[src/rtl/multicycle_sequencer_if.sv]
// multicycle_sequencer_if: handshake, memory and control bus of the instruction sequencer
interface multicycle_sequencer_if;
    logic        run;
    logic [3:0]  opcode_in;
    logic        imem_ack;
    logic        dmem_ack;
    logic        imem_req;
    logic        dmem_req;
    logic        ir_load;
    logic        pc_en;
    logic        jmp;
    logic        mem_wr;
    logic        reg_wr;
    logic [1:0]  sel;
    logic        busy;
    logic        bus_err;
    logic [15:0] instr_count;
    modport slave (
        input  run, opcode_in, imem_ack, dmem_ack,
        output imem_req, dmem_req, ir_load, pc_en, jmp, mem_wr, reg_wr, sel, busy, bus_err, instr_count
    );
    modport master (
        output run, opcode_in, imem_ack, dmem_ack,
        input  imem_req, dmem_req, ir_load, pc_en, jmp, mem_wr, reg_wr, sel, busy, bus_err, instr_count
    );
endinterface

[src/rtl/multicycle_sequencer.sv]
// multicycle_sequencer: FETCH/DECODE/EXEC/MEM/WB sequencer; INSTR_COUNT_EN enables the retired-instruction counter
module multicycle_sequencer #(
    parameter int DIV_CYCLES     = 8,
    parameter int TIMEOUT_CYCLES = 16
) (
    input logic                   clk,
    input logic                   rst,
    multicycle_sequencer_if.slave bus
);
    typedef enum logic [2:0] {IDLE, FETCH, DECODE, EXEC, MEM, WB, HALT} state_t;

    state_t     r_state, w_next;
    logic [3:0] r_op;
    logic [7:0] r_cnt;
    logic       r_bus_err;
    logic       w_to, w_div_done, w_mem_op, w_jump, w_wrt, w_dp;
    logic [1:0] w_sel;

    assign w_to       = r_cnt == 8'(TIMEOUT_CYCLES - 1);
    assign w_div_done = r_cnt == 8'(DIV_CYCLES - 1);
    assign w_jump     = r_op == 4'b1111;
    assign w_wrt      = r_op == 4'b1110;
    assign w_mem_op   = r_op == 4'b1101 || w_wrt;
    assign w_dp       = r_state == DECODE || r_state == EXEC || r_state == MEM || r_state == WB;
    assign w_sel      = r_op <= 4'b1011 ? 2'b10 : r_op == 4'b1101 ? 2'b01 : 2'b00;

    // next-state selection; a missing ack at the last allowed count parks in HALT
    always_comb begin
        w_next = r_state;
        case (r_state)
            IDLE:    w_next = bus.run ? FETCH : IDLE;
            FETCH:   w_next = bus.imem_ack ? DECODE : w_to ? HALT : FETCH;
            DECODE:  w_next = EXEC;
            EXEC:    w_next = r_op == 4'b0000 ? (w_div_done ? WB : EXEC)
                            : w_jump ? (bus.run ? FETCH : IDLE)
                            : w_mem_op ? MEM : WB;
            MEM:     w_next = bus.dmem_ack ? WB : w_to ? HALT : MEM;
            WB:      w_next = bus.run ? FETCH : IDLE;
            HALT:    w_next = HALT;
            default: w_next = IDLE;
        endcase
    end

    // state, latched opcode, wait counter (cleared on every state entry) and sticky bus error
    always_ff @(posedge clk) begin
        if (rst) begin
            r_state   <= IDLE;
            r_op      <= 4'b0000;
            r_cnt     <= 8'd0;
            r_bus_err <= 1'b0;
        end else begin
            r_state   <= w_next;
            r_op      <= (r_state == FETCH && bus.imem_ack) ? bus.opcode_in : r_op;
            r_cnt     <= (w_next != r_state) ? 8'd0 : r_cnt + 8'd1;
            r_bus_err <= r_bus_err || w_next == HALT;
        end
    end

    // ir_load must coincide with the ack because that is the only cycle the fetched word is valid
    assign bus.imem_req = r_state == FETCH;
    assign bus.ir_load  = r_state == FETCH && bus.imem_ack;
    assign bus.dmem_req = r_state == MEM;
    assign bus.mem_wr   = r_state == MEM && w_wrt;
    assign bus.jmp      = r_state == EXEC && w_jump;
    assign bus.pc_en    = r_state == WB || bus.jmp;
    assign bus.reg_wr   = r_state == WB && !w_wrt && !w_jump;
    assign bus.sel      = w_dp ? w_sel : 2'b00;
    assign bus.busy     = r_state != IDLE && r_state != HALT;
    assign bus.bus_err  = r_bus_err;

`ifdef INSTR_COUNT_EN
    logic [15:0] r_instr_count;

    // one count per retired instruction, wrapping naturally at 16 bits
    always_ff @(posedge clk) begin
        if (rst) r_instr_count <= 16'h0000;
        else if (bus.pc_en) r_instr_count <= r_instr_count + 16'h0001;
    end

    assign bus.instr_count = r_instr_count;
`else
    assign bus.instr_count = 16'h0000;
`endif
endmodule

[src/flat_wrapper.sv]
// flat-port wrapper written by rule: the top's interface ports become plain ports
module multicycle_sequencer_flat 
#(
    parameter int DIV_CYCLES     = 8,
    parameter int TIMEOUT_CYCLES = 16
)
  (clk, rst, bus_run, bus_opcode_in, bus_imem_ack, bus_dmem_ack, bus_imem_req, bus_dmem_req, bus_ir_load, bus_pc_en, bus_jmp, bus_mem_wr, bus_reg_wr, bus_sel, bus_busy, bus_bus_err, bus_instr_count);
  multicycle_sequencer_if bus_i ();
  input logic clk;
  input logic rst;
  input wire logic [$bits(bus_i.run)-1:0] bus_run;
  input wire logic [$bits(bus_i.opcode_in)-1:0] bus_opcode_in;
  input wire logic [$bits(bus_i.imem_ack)-1:0] bus_imem_ack;
  input wire logic [$bits(bus_i.dmem_ack)-1:0] bus_dmem_ack;
  output wire logic [$bits(bus_i.imem_req)-1:0] bus_imem_req;
  output wire logic [$bits(bus_i.dmem_req)-1:0] bus_dmem_req;
  output wire logic [$bits(bus_i.ir_load)-1:0] bus_ir_load;
  output wire logic [$bits(bus_i.pc_en)-1:0] bus_pc_en;
  output wire logic [$bits(bus_i.jmp)-1:0] bus_jmp;
  output wire logic [$bits(bus_i.mem_wr)-1:0] bus_mem_wr;
  output wire logic [$bits(bus_i.reg_wr)-1:0] bus_reg_wr;
  output wire logic [$bits(bus_i.sel)-1:0] bus_sel;
  output wire logic [$bits(bus_i.busy)-1:0] bus_busy;
  output wire logic [$bits(bus_i.bus_err)-1:0] bus_bus_err;
  output wire logic [$bits(bus_i.instr_count)-1:0] bus_instr_count;
  assign bus_i.run = bus_run;
  assign bus_i.opcode_in = bus_opcode_in;
  assign bus_i.imem_ack = bus_imem_ack;
  assign bus_i.dmem_ack = bus_dmem_ack;
  assign bus_imem_req = bus_i.imem_req;
  assign bus_dmem_req = bus_i.dmem_req;
  assign bus_ir_load = bus_i.ir_load;
  assign bus_pc_en = bus_i.pc_en;
  assign bus_jmp = bus_i.jmp;
  assign bus_mem_wr = bus_i.mem_wr;
  assign bus_reg_wr = bus_i.reg_wr;
  assign bus_sel = bus_i.sel;
  assign bus_busy = bus_i.busy;
  assign bus_bus_err = bus_i.bus_err;
  assign bus_instr_count = bus_i.instr_count;
  multicycle_sequencer #(.DIV_CYCLES(DIV_CYCLES), .TIMEOUT_CYCLES(TIMEOUT_CYCLES)) u_core (.clk(clk), .rst(rst), .bus(bus_i));
endmodule
[config.mk]
export PLATFORM = sky130hd
export DESIGN_NAME = multicycle_sequencer_flat
export DESIGN_NICKNAME = d
export VERILOG_FILES = /design/src/rtl/multicycle_sequencer_if.sv /design/src/rtl/multicycle_sequencer.sv /design/src/flat_wrapper.sv
export SDC_FILE = /design/constraint.sdc
export NUM_CORES = 1
export LEC_CHECK = 0
export ABC_AREA = 1
export BUFFER_PORTS_ARGS = -buffer_cell sky130_fd_sc_hd__buf_2
export CAP_MARGIN = 20
export CORE_MARGIN = 1
export CORE_UTILIZATION = 49
export DETAILED_ROUTE_END_ITERATION = 6
export PLACE_DENSITY = 0.74
export SYNTH_ARGS = -nofsm -noshare
export SYNTH_HDL_FRONTEND = slang
export SYNTH_SLANG_ARGS = --single-unit
[constraint.sdc]
create_clock -name clk -period 1.9 [get_ports clk]
set_input_delay 0.38 -clock clk [delete_from_list [all_inputs] [get_ports clk]]
set_output_delay 0.38 -clock clk [all_outputs]
set_load 0.01 [all_outputs]
# --- After elaboration in Yosys (flattened, before gate mapping) ---
# Index checks and enable logic that the tools add are counted.
totals:
  wordCells: 52
  register_bits: 16
  out_inout_bits: 27
  inputBits: 9
classes:
  n_reduce_logical: 19
  addsub: 1
  eq_ne: 14
  order_cmp: 1
  n_mux: 13
op_table:
  columns: ["op", "count"]
  rows:
  - ["$mux 3", 6]
  - ["$pmux 3 s6", 1]
  - ["$eq 3x3->1 const B", 4]
  - ["$eq 4x4->1 const B", 3]
  - ["$add 8x1->8 const B", 1]
  - ["$eq 8x3->1 const B", 1]
  - ["$eq 8x4->1 const B", 1]
  - ["$eq 3x2->1 const B", 2]
  - ["$logic_and 1x1->1", 6]
  - ["$logic_or 1x1->1", 6]
  - ["$mux 2", 3]
  - ["$le 4x4->1 const B", 1]
  - ["$logic_not 4->1", 1]
  - ["$reduce_or 2->1", 2]
  - ["$eq 3x1->1 const B", 1]
  - ["$logic_not 3->1", 1]
  - ["$mux 1", 3]
  - ["$ne 3x3->1", 1]
  - ["$ne 3x3->1 const B", 1]
  - ["$reduce_bool 3->1", 1]
  - ["$logic_not 1->1", 2]

# --- Logic depth before layout (Yosys ltp) ---
# Gate-level depths: netlist (run 1).
logic_depth:
  ltp_word: 8
  depth_mapped: 12
  mapped_depth_nobuf: 12

# --- Worst setup path before layout (run 1) ---
# OpenSTA, ideal clock, no wires.
synth_timing:
  kind: "register to register"
  start: "register u_core.r_cnt[0]"
  end: "register u_core.r_cnt[7]"
  period_less_slack_ns: 1.407
  slack_ns: 0.493
  t_required_ns: 1.784
  arrival_time_ns: 1.291
  n_path_buf: 0
  setup_time_ns: 0.116
  stages_incl_launch_ff: 9
  cell_sequence: "dfxtp_1 > ha_1 > nand3_1 > nor2_1 > a21oi_2 > a21oi_1 > nor2_2 > nand2_2 > nor2_1"
synth_via:
  elab_chain_len: 6
  word_cells_on_any_way: 12
  classes_between: "1 x add/sub; 3 x eq/ne; 7 x mux; 1 x reduce/logical"
synth_lines:
  columns: ["element", "line", "source"]
  rows:
  - ["start, declared", "multicycle_sequencer.sv:14", "logic [7:0] r_cnt;"]
  - ["start signal, assigned", "multicycle_sequencer.sv:54", "r_cnt <= (w_next != r_state) ? 8'd0 : r_cnt + 8'd1;"]
  - ["$eq 8x4->1 / $eq 8x3->1 (equally long branches)", "multicycle_sequencer.sv:19, multicycle_sequencer.sv:20", null]
  - ["$mux 3, or another cell as far along", "multicycle_sequencer.sv:32", "FETCH: w_next = bus.imem_ack ? DECODE : w_to ? HALT : FETCH;"]
  - ["$mux 3 (on tied branches)", "multicycle_sequencer.sv:32, multicycle_sequencer.sv:34, multicycle_sequencer.sv:37", null]
  - ["$pmux 3 s6", "multicycle_sequencer.sv:30", "case (r_state)"]
  - ["$ne 3x3->1", "multicycle_sequencer.sv:54", null]
  - ["$reduce_or 2->1 (no line)", null, null]
# Parallel ways exist; a longest one is shown, timed or not.
# A chain may end at the register's enable or synchronous reset.

# --- Worst setup path in the final report (run 1) ---
layout_timing:
  start: "register u_core.r_state[0]"
  end: "output bus_sel[0]"
layout_via:
  elab_chain_len: 5
  word_cells_on_any_way: 8
  classes_between: "4 x eq/ne; 1 x mux; 3 x reduce/logical"
layout_lines:
  columns: ["element", "line", "source"]
  rows:
  - ["start, declared", "multicycle_sequencer.sv:12", "state_t r_state, w_next;"]
  - ["start signal, assigned", "multicycle_sequencer.sv:52", "r_state <= w_next;"]
  - ["$eq 3x2->1", "multicycle_sequencer.sv:24", "assign w_dp = r_state == DECODE || r_state == EXEC || r_state == MEM || r_state == WB;"]
  - ["$logic_or 1x1->1 (2 in a row)", "multicycle_sequencer.sv:24", null]
  - ["$logic_or 1x1->1 (*)", "multicycle_sequencer.sv:24", null]
  - ["$mux 2 (*)", "multicycle_sequencer.sv:67", "assign bus.sel = w_dp ? w_sel : 2'b00;"]
  - ["end, declared", "flat_wrapper.sv:22", "output wire logic [$bits(bus_i.sel)-1:0] bus_sel;"]
# Mark *: on every way between the ends. The rest lies on a longest branch, timed or not.

==> results of run 1 <==
==> worst paths after layout <==
path | to | slack, ns | depth (start not counted) | from
max | bus_sel[0] | 0.10 | 8 | u_core.r_state[0]$_SDFF_PP0_
min | u_core.r_state[2]$_SDFF_PP0_ | 0.30 | 2 | rst
max reg2reg | u_core.r_cnt[2]$_SDFF_PP0_ | 0.30 | 9 | u_core.r_cnt[0]$_SDFF_PP0_
min reg2reg | u_core.r_cnt[0]$_SDFF_PP0_ | 0.46 | 1 | u_core.r_cnt[0]$_SDFF_PP0_
==> area by class of cell <==
class	instances	area [sq um]
inverters	20	75.1
clock buffers	3	22.5
well taps	27	33.8
fillers	191	840
flip-flops and latches	16	332
repair buffers	20	100
multi-input cells	117	579
==> repair_timing <==
item / CTS / global route
cloned: 0 / 0
resized for setup: 2 / 11
setup buffers: 0 / 1
endpoints found under the setup margin: 2 / 2
pin swaps: 0 / 0
==> cell usage after synthesis <==
cell	n	area share (%)
nand3_1	10	4.8
a21oi_2	1	0.84
xnor2_1	3	2.5
a31oi_1	1	0.60
xor2_1	3	2.5
dfxtp_1	16	31
nand2_1	28	10
nand3_2	1	0.96
nand4_1	2	1.2
buf_4	16	12
inv_2	1	0.36
nor2_1	23	8.3
ha_1	1	1.2
buf_6	2	2.2
conb_1	1	0.36
o21ai_0	8	3.8
nor4_1	1	0.60
nor3_1	2	0.96
nor2_4	1	1.1
inv_1	19	6.9
nor2_2	3	1.8
a21oi_1	8	3.8
o21ai_1	2	0.96
nand2_2	3	1.8
==> routing by layer <==
metal / share of wire [%] / vias to the layer above
met5: 0 / -
met3: 4.8 / 4
met4: 1.2 / 0
met2: 47 / 27
met1: 47 / 443
li1: - / 499
==> worst reg2reg max path: cells and delay by family (launching register included) <==
kind	cells	cell delay, ns
DFF	1	0.36
adders and majority gates	1	0.21
and+or+nand+nor	7	0.87
AOI/OAI and AO/OA	1	0.10
==> cell families after synthesis <==
kind of cell	Yosys count
AND/OR/NAND/NOR	74
buffers and inverters	38
AO/OA/AOI/OAI	20
flip-flops	16
XOR/XNOR	6
adder cells (fa/ha/maj)	1
other	1
==> power by group <==
part	internal [mW]	switching [mW]	total (mW)	leakage [nW]
combinational	0.0422	0.0833	0.125	0.469
clock	0.0737	0.102	0.176	0.0138
sequential	0.349	0.0156	0.364	0.132
==> metrics by stage <==
stage	setup slack, ns	total power, mW	std cells
after CTS	0.0409	0.669	202
after global placement	0.317	0.490	199
after floorplan	0.493	0.490	171
after global routing	-0.0155	0.707	203
final	0.102	0.666	203
after detailed placement	0.269	0.493	199
==> registers in the layout (all words and copies together) (netlist names) <==
| signal | count |
|---|---|
| u_core.r_cnt | 8 |
| u_core.r_op | 4 |
| u_core.r_state | 3 |
| u_core.bus.bus_err | 1 |
==> impl_results.md, run 1 <==
* Pins Over Slew Limit at 0
* Clock latency on the worst-skew pair at 0.28 ns
* Setup crit end kind: output pin
* # DRC at 0
* Diodes inserted at 0
* Yosys cell types at 24
* DP HPWL at 1440 um
* Core area at a little under 0.002 sq mm
* # H-tree levels at 1
* Yosys warnings at 0
* Type of the worst setup path: flip-flop to output pin
* DRT Pass-1 Iters at 4
* Max incr delay on CP at 0.41 ns
* Global route hottest layer: met1
* Met2 GRT Util at between 20% and 30%
* Synth Area in XOR/XNOR at 5.05%
* Vias in the first global route at 671
* Synthesized flop and latch total at 16
* Buf+Inv Stages, Crit Path at 3
* Worst vdd ir at 0.000450 V
* Clk slew on worst S/H paths at 0.09 ns
* Post-Synth Simple-Gate Area at a little under a third
* Largest net degree at the start of global routing at 11
* Cts hold-fix bufs at 0
* Routed wire length at between 1500 and 2000 um
* Die Wd at about 48 um
* Post-route cell area at 0.00114 sq mm
* Crit path DAT at about 1.4 ns
* Worst-path fanout max at 6
* Mapped Cells at 156
* Placed cell areas at approximately 0.0011 sq mm
* Worst clock skew at approximately 0.0025 ns
* Clk root buf: clkbuf_4
* Final hold violations at 0
* Areal power density over the cells at 583 mW/mm^2
* Mux cell area share after synthesis at 0%
* ANT nets after route at 0
* Synth Area in Compound Gates at 10.1%
* # Max-Cap Violations at 0
* Post-Synthesis Cell Area at 0.00104 sq mm
* Final period util at 94.7%
* Die Span Y at ~48 um
* Sink Count at 16
* Min Hold Slack at 0.303 ns
* Layout cells sized above 1 at 23.3%
* Min Tclk post-route at between 1.5 and 2 ns
* Core Util, Final at about 58%
* Port Buf Inserts at 19
* Endpoints failing setup at 0
* CP required at 1.52 ns
* GRT Total Usage at approximately 17%
* Die area at 0.00231 sq mm
* Fmax at 0.556 GHz
* Status: complete, no violations
* Synthesized area per cell at 6.67 sq um
* Cell Rows at 16
* Via count at 973
* Largest family of logic cells by synthesized area: simple AND/OR/NAND/NOR gates
* CTS tree: done
* GR Layer Usage met1 at 24.8%
* Synth-to-layout area growth at 9.74%
* First-pass GRT wire length at 2690 um
* Drt wl/cell at ~9.3 um
* DRT iter0 DRCs at 16
* Most common cell after layout, fill and taps aside: nand2_1
* Initial Util at 52.5%
* Commonest non-fill, non-tap cells in the layout: nand2_1, nor2_1, buf_2, inv_1, conb_1
* Delay-heaviest family, CP: simple AND/OR/NAND/NOR gates
* CP max stage cell: dfxtp_4
* Setup TNS at 0 ns
* GRT Residual Overflow at 0
* Net count, final at approximately 190
* Antenna violations before repair at 0
* Leak at roughly 0.6 nW
* Hold Crit Class: input pin to flip-flop
* GR Util met3 at around 3.3%
* CTS Buf Count at 3
* CP Launch Type: flip-flop
* Longest Clk Path Bufs at 2
* Synth Area in Adders at between 1 and 1.5%
* RePlAce Congestion at 0.864
* Ports at 36
* Crit-path cells: nor2_2 -> nand2_1 -> inv_1 -> nor3_2 -> nand2_1 -> nand4_1 -> inv_1 -> buf_2
* Vias per cell at 4.79
* Post-synthesis sequential area ratio at between 30% and 40%
Note: power is estimated with default switching activity, not from simulation.
==> run 2: changes to the inputs <==
==> constraint.sdc (replaced) <==
create_clock -name clk -period 1.9 [get_ports clk]
set_input_delay 0.38 -clock clk [delete_from_list [all_inputs] [get_ports clk]]
set_output_delay 0.38 -clock clk [all_outputs]
set_load 0.02 [all_outputs]
==> run 2 against run 1 <==
Flip-flop and latch count is the same. Worst setup slack lost 0.00070 ns. Count of clock-buffer cells in the layout grew 1. Register-to-register slack about the same. Combinational power grew 27%. Design area increased by 7.8%. Largest cell class unchanged. Largest power group unchanged. Highest routed layer unchanged.
==> impl_results.md, run 2 (synthesis gave the netlist of run 1 again) <==
* Drt wl/cell at 9.64 um
* RSZ-0062 raised after global routing: yes
* Crit-path cells: dlymetal6s2s_1 -> buf_4 -> o21ai_1 -> o21ai_0 -> buf_2
* Leak at 0.679 nW
* Seq pwr share at about half
* # DRC at 0
* DP HPWL at roughly 1500 um
* Setup crit end kind: output pin
* Switching fraction of total power at between 30% and 40%
* Hold depth at 2
* Internal at 0.519 mW
* Type of the worst setup path: flip-flop to output pin
* Cells after DPL at 199
* RePlAce Congestion at roughly 0.86
* Hold Startpoint: rst
* Port Buf Inserts at 19
* Clk root buf: clkbuf_4
* Worst clock skew at 0.00382 ns
* Hold Crit Class: input pin to flip-flop
* Commonest non-fill, non-tap cells in the layout: nand2_1, nor2_1, buf_2, inv_1, conb_1
* Min Hold Slack at 0.303 ns
* Synth-to-layout area growth at 18.3%
* Net count, final at 194
* Placed cell areas at 0.00108 sq mm
* Die Wd at slightly below 50 um
* CP max stage cell: dfxtp_4
* Fmax at ~0.56 GHz
* # Max-Cap Violations at 0
* Post-route cell area at 0.00123 sq mm
* Hold Path End: u_core.r_state[2]$_SDFF_PP0_
* Min Tclk post-route at 1.80 ns
* Status: complete, no violations
* CP required at 1.52 ns
* Logic pwr share at 21.3%
* Layout cells sized above 1 at 26.2%
* Diodes inserted at 0
* Final period util at 94.7%
* P_sw at 0.228 mW
* FF-to-FF End: u_core.r_cnt[6]$_SDFF_PP0_
* CTS Buf Count at 3
* GRT Total Usage at 16.8%
* Longest Clk Path Bufs at 2
* Ports at 36
* Metal2 WL at 943 um
* DRT met1 WL at 969 um
* CTS tree: done
* Vias in the first global route at approximately 650
* Worst r2r src: u_core.r_state[0]$_SDFF_PP0_
* Areal power density over the cells at 606 mW/mm^2
* Power share of the clock group at 29.8%
* Biggest register: u_core.r_cnt
* Crit path DAT at 1.42 ns
* Highest Signal Layer: met4
* Die Span Y at a little under 50 um
* First-pass GRT wire length at around 2700 um
* Initial Util at between 50% and 60%
* ANT nets after route at 0
* Vias per cell at 4.78
* Worst vdd ir at 0.000579 V
* Met3 wire len at 98 um
* # H-tree levels at 1
* Max FFs per register at 8
* Pins Over Slew Limit at 0
* Via count at 1,004
* Most common cell after layout, fill and taps aside: nand2_1
* Routed wire length at about 2000 um
* Worst-path fanout max at 6
* CP Launch Type: flip-flop
* Endpoints failing setup at 0
* Final hold violations at 0
* Cts hold-fix bufs at 0
* R2R setup slack at 0.29 ns
* R2r worst-path depth at 12
* Sink Count at 16
* Biggest regs: u_core.r_cnt x8, u_core.r_op x4, u_core.r_state x3
* Core area at 0.00198 sq mm
* Clk slew on worst S/H paths at 0.09 ns
* Largest net degree at the start of global routing at 11
* Die area at ~0.0023 sq mm
* GRT Residual Overflow at 0
* Max incr delay on CP at 0.38 ns
* DRT iter0 DRCs at 27
* Cell Rows at 16
* DRT Pass-1 Iters at 4
* Fillers at 197
* Clock latency on the worst-skew pair at 0.28 ns
* Antenna violations before repair at 0
* Core Util, Final at 62.1%
* Non-filler cells in the finished layout at 210
[run 2: cell types whose count changed in the layout (fill, tap and decap cells not counted), sizes merged]
cell,before,now
buf,19,25
dlymetal6s2s,0,1
[run 2: worst max path at each step]
stage | slack, ns | to | depth (start not counted) | from
2_1_floorplan | 0.28 | bus_mem_wr | 4 | u_core.r_state[0]$_SDFF_PP0_
3_3_place_gp | 0.30 | bus_sel[0] | 8 | u_core.r_state[0]$_SDFF_PP0_
3_5_place_dp | 0.20 | bus_sel[0] | 8 | u_core.r_state[0]$_SDFF_PP0_
4_1_cts | 0.009 | bus_sel[0] | 9 | u_core.r_state[1]$_SDFF_PP0_
5_1_grt | -0.03 | bus_sel[0] | 9 | u_core.r_state[1]$_SDFF_PP0_
6_report | 0.10 | bus_busy | 5 | u_core.r_state[0]$_SDFF_PP0_
[run 2: power by group through the flow]
stage	logic, mW	registers, mW	clock network [mW]
after floorplan	0.143	0.367	0
after global placement	0.135	0.373	0
after detailed placement	0.139	0.374	0
after CTS	0.139	0.367	0.229
after global routing	0.179	0.367	0.249
final	0.159	0.365	0.222
[run 2: worst max-delay path: cells and delay by family (launching register included)]
family / cells / cell delay, ns
buffers and inverters: 3 / 0.49
AO/OA/AOI/OAI: 2 / 0.26
flip-flops: 1 / 0.38
[run 2: area by class of cell]
class / instances / area [sq um] / area share [%]
tap: 27 / 33.8 / 2.74
multi-input combinational: 117 / 587 / 47.7
sequential: 16 / 332 / 26.9
timing repair buffer: 26 / 163 / 13.2
inverter: 20 / 80.1 / 6.50
clock buffer: 4 / 36.3 / 2.95
[run 2: through the flow]
stage,setup TNS [ns],setup slack (ns),power [mW]
2_1_floorplan,0,0.283,0.510
4_1_cts,0,0.00871,0.735
6_report,0,0.101,0.746
3_5_place_dp,0,0.197,0.512
3_3_place_gp,0,0.298,0.509
5_1_grt,-0.0340,-0.0281,0.796
[run 2: repair_timing]
action / 4_1_cts / 5_1_grt
setup endpoints to repair: 2 / 2
pin swaps: 0 / 4
buffers inserted: 0 / 7
cloned: 0 / 0
resized for setup: 4 / 17
[run 2: metal layers]
layer,global-route usage (%),vias to the layer above
met2,23.8,37
met4,5.00,0
li1,-,513
met5,0,-
met3,4.44,2
met1,24.7,452
==> run 3: changes to the inputs <==
--- a/config.mk
+++ b/config.mk
@@ -8,10 +8,12 @@
 export ABC_AREA = 1
 export BUFFER_PORTS_ARGS = -buffer_cell sky130_fd_sc_hd__buf_2
 export CAP_MARGIN = 20
+export CELL_PAD_IN_SITES_DETAIL_PLACEMENT = 0
+export CELL_PAD_IN_SITES_GLOBAL_PLACEMENT = 2
 export CORE_MARGIN = 1
-export CORE_UTILIZATION = 49
+export CORE_UTILIZATION = 25
 export DETAILED_ROUTE_END_ITERATION = 6
-export PLACE_DENSITY = 0.74
+export PLACE_DENSITY = 0.73
 export SYNTH_ARGS = -nofsm -noshare
 export SYNTH_HDL_FRONTEND = slang
 export SYNTH_SLANG_ARGS = --single-unit
==> run 3 against run 2 <==
Worst setup slack improved by 0.044 ns. Critical endpoint is now bus_sel[0]. Largest cell class unchanged. Critical path type unchanged. Via count decreased by 7.5%. Design area decreased by 5.0%. Highest routed layer unchanged.
==> impl_results.md, run 3 (synthesis gave the netlist of run 1 again) <==
* Synth-to-layout area growth at 12.4%
* Cell Rows at 23
* Pins Over Slew Limit at 0
* Hold Crit Class: input pin to flip-flop
* Delay-heaviest family, CP: simple AND/OR/NAND/NOR gates
* Highest Signal Layer: met4
* Clk root buf: clkbuf_8
* Longest Clk Path Bufs at 2
* Non-filler cells in the finished layout at 225
* Sink Count at 16
* CTS Buf Count at 3
* Net count, final at 187
* Final hold violations at 0
* Biggest regs: u_core.r_cnt x8, u_core.r_op x4, u_core.r_state x3
* Max incr delay on CP at 0.37 ns
* # H-tree levels at 1
* Vias in the first global route at 830
* DRT met1 WL at 1040 um
* Die area at 0.00443 sq mm
* # DRC at 0
* Crit path DAT at 1.38 ns
* Most common cell after layout, fill and taps aside: nand2_1
* Biggest register: u_core.r_cnt
* Min Hold Slack at 0.326 ns
* CTS tree: done
* Layout cells sized above 1 at 21.7%
* RePlAce Congestion at ~0.76
* DP HPWL at 1770 um
* Worst-path fanout max at 5
* # Max-Cap Violations at 0
* Fillers at roughly 470
* Metal2 WL at 987 um
* Setup crit end kind: output pin
* Met3 wire len at 106 um
* Initial Util at 26.0%
* CP required at between 1.5 and 2 ns
* Leak at 0.616 nW
* DRT iter0 DRCs at 39
* Endpoints failing setup at 0
* Largest net degree at the start of global routing at 11
* Ports at 36
* Die Span Y at 66.5 um
* ANT nets after route at 0
* Worst clock skew at 0.00296 ns
* Areal power density over the cells at 649 mW/mm^2
* First-pass GRT wire length at 3600 um
* Buf+Inv Stages, Crit Path at 4
* Clk slew on worst S/H paths at 0.06 ns
* Cells after DPL at 222
* Cts hold-fix bufs at 0
* Clock latency on the worst-skew pair at 0.25 ns
* Type of the worst setup path: flip-flop to output pin
* Diodes inserted at 0
* Crit-path cells: inv_2 -> nor2_2 -> inv_1 -> nor2_2 -> nor3_2 -> nand2_1 -> nand4_1 -> inv_1 -> buf_2
* Drt wl/cell at 9.59 um
* Max FFs per register at 8
* Worst vdd ir at 0.000314 V
* Via count at 929
* Status: complete, no violations
* Fmax at 0.570 GHz
* DRT Pass-1 Iters at 4
* Antenna violations before repair at 0
* CP Launch Type: flip-flop
* Placed cell areas at about 0.0011 sq mm
* Min Tclk post-route at between 1.5 and 2 ns
* Post-route cell area at 0.00117 sq mm
* Routed wire length at 2160 um
* Final period util at 92.4%
* CP max stage cell: dfxtp_4
* Power Total at 0.759 mW
* Die Wd at 66.5 um
* Vias per cell at 4.13
* Port Buf Inserts at 19
* Commonest non-fill, non-tap cells in the layout: nand2_1, nor2_1, buf_2, inv_1, conb_1
* GRT Total Usage at about 11%
* Core area at 0.00400 sq mm
* GRT Residual Overflow at 0
## run 3: cell count changes in the layout (fill, tap and decap cells not counted), moves of 2 or more
| cell | previous run | this run |
|---|---|---|
| clkbuf_4 | 3 | 0 |
| buf_6 | 2 | 0 |
| clkbuf_8 | 1 | 3 |
| buf_4 | 5 | 0 |
| nor2_4 | 3 | 1 |
## run 3: final timing paths
check                                    start                      endpoint  slack, ns  cells past startpoint
setup / recovery  u_core.r_state[1]$_SDFF_PP0_                    bus_sel[0]       0.14                      9
hold / removal                             rst  u_core.r_state[0]$_SDFF_PP0_       0.33                      2
setup reg to reg    u_core.r_cnt[0]$_SDFF_PP0_    u_core.r_cnt[0]$_SDFF_PP0_       0.25                      9
hold reg to reg     u_core.r_cnt[0]$_SDFF_PP0_    u_core.r_cnt[0]$_SDFF_PP0_       0.45                      1
## run 3: worst reg2reg max path, cell delays in order (launching register included)
cell,delay [ns]
dfxtp_1,0.35
ha_1,0.21
nand3_1,0.18
o21ai_1,0.29
nand3_1,0.11
nand2_1,0.07
nand2_1,0.06
nor2_2,0.09
nand2_2,0.12
nor2_1,0.11
## run 3: layout make-up
| type | instances | area [sq um] | area share, % |
|---|---|---|---|
| Clock buffer | 3 | 41.3 | 3.53 |
| Timing Repair Buffer | 19 | 95.1 | 8.13 |
| Sequential cell | 16 | 329 | 28.1 |
| Inverter | 20 | 75.1 | 6.42 |
| Multi-Input combinational cell | 117 | 567 | 48.4 |
| Tap cell | 50 | 62.6 | 5.35 |
## run 3: per-stage QoR
step | setup WS, ns | utilization [%] | setup TNS [ns]
after floorplan | 0.283 | - | 0
after global placement | 0.254 | 27.8 | 0
after detailed placement | 0.225 | 27.8 | 0
after CTS | 0.00468 | 28.9 | 0
after global routing | -0.00834 | 29.2 | -0.00834
final | 0.145 | 29.2 | 0
## run 3: power breakdown
part | switching [mW] | internal (mW)
sequential | 0.0155 | 0.351
combinational | 0.102 | 0.0401
clock | 0.110 | 0.140
total | 0.227 | 0.531
## run 3: what timing repair did
item	CTS	global route
setup endpoints to repair	2	2
setup buffers	0	0
gates resized for setup	1	7
hold endpoints to repair	0	0
## run 3: layer usage
metal	vias up	GRT usage [%]
met5	-	0
met4	0	3.99
met3	4	2.05
met2	25	17.3
met1	401	14.3
li1	499	-
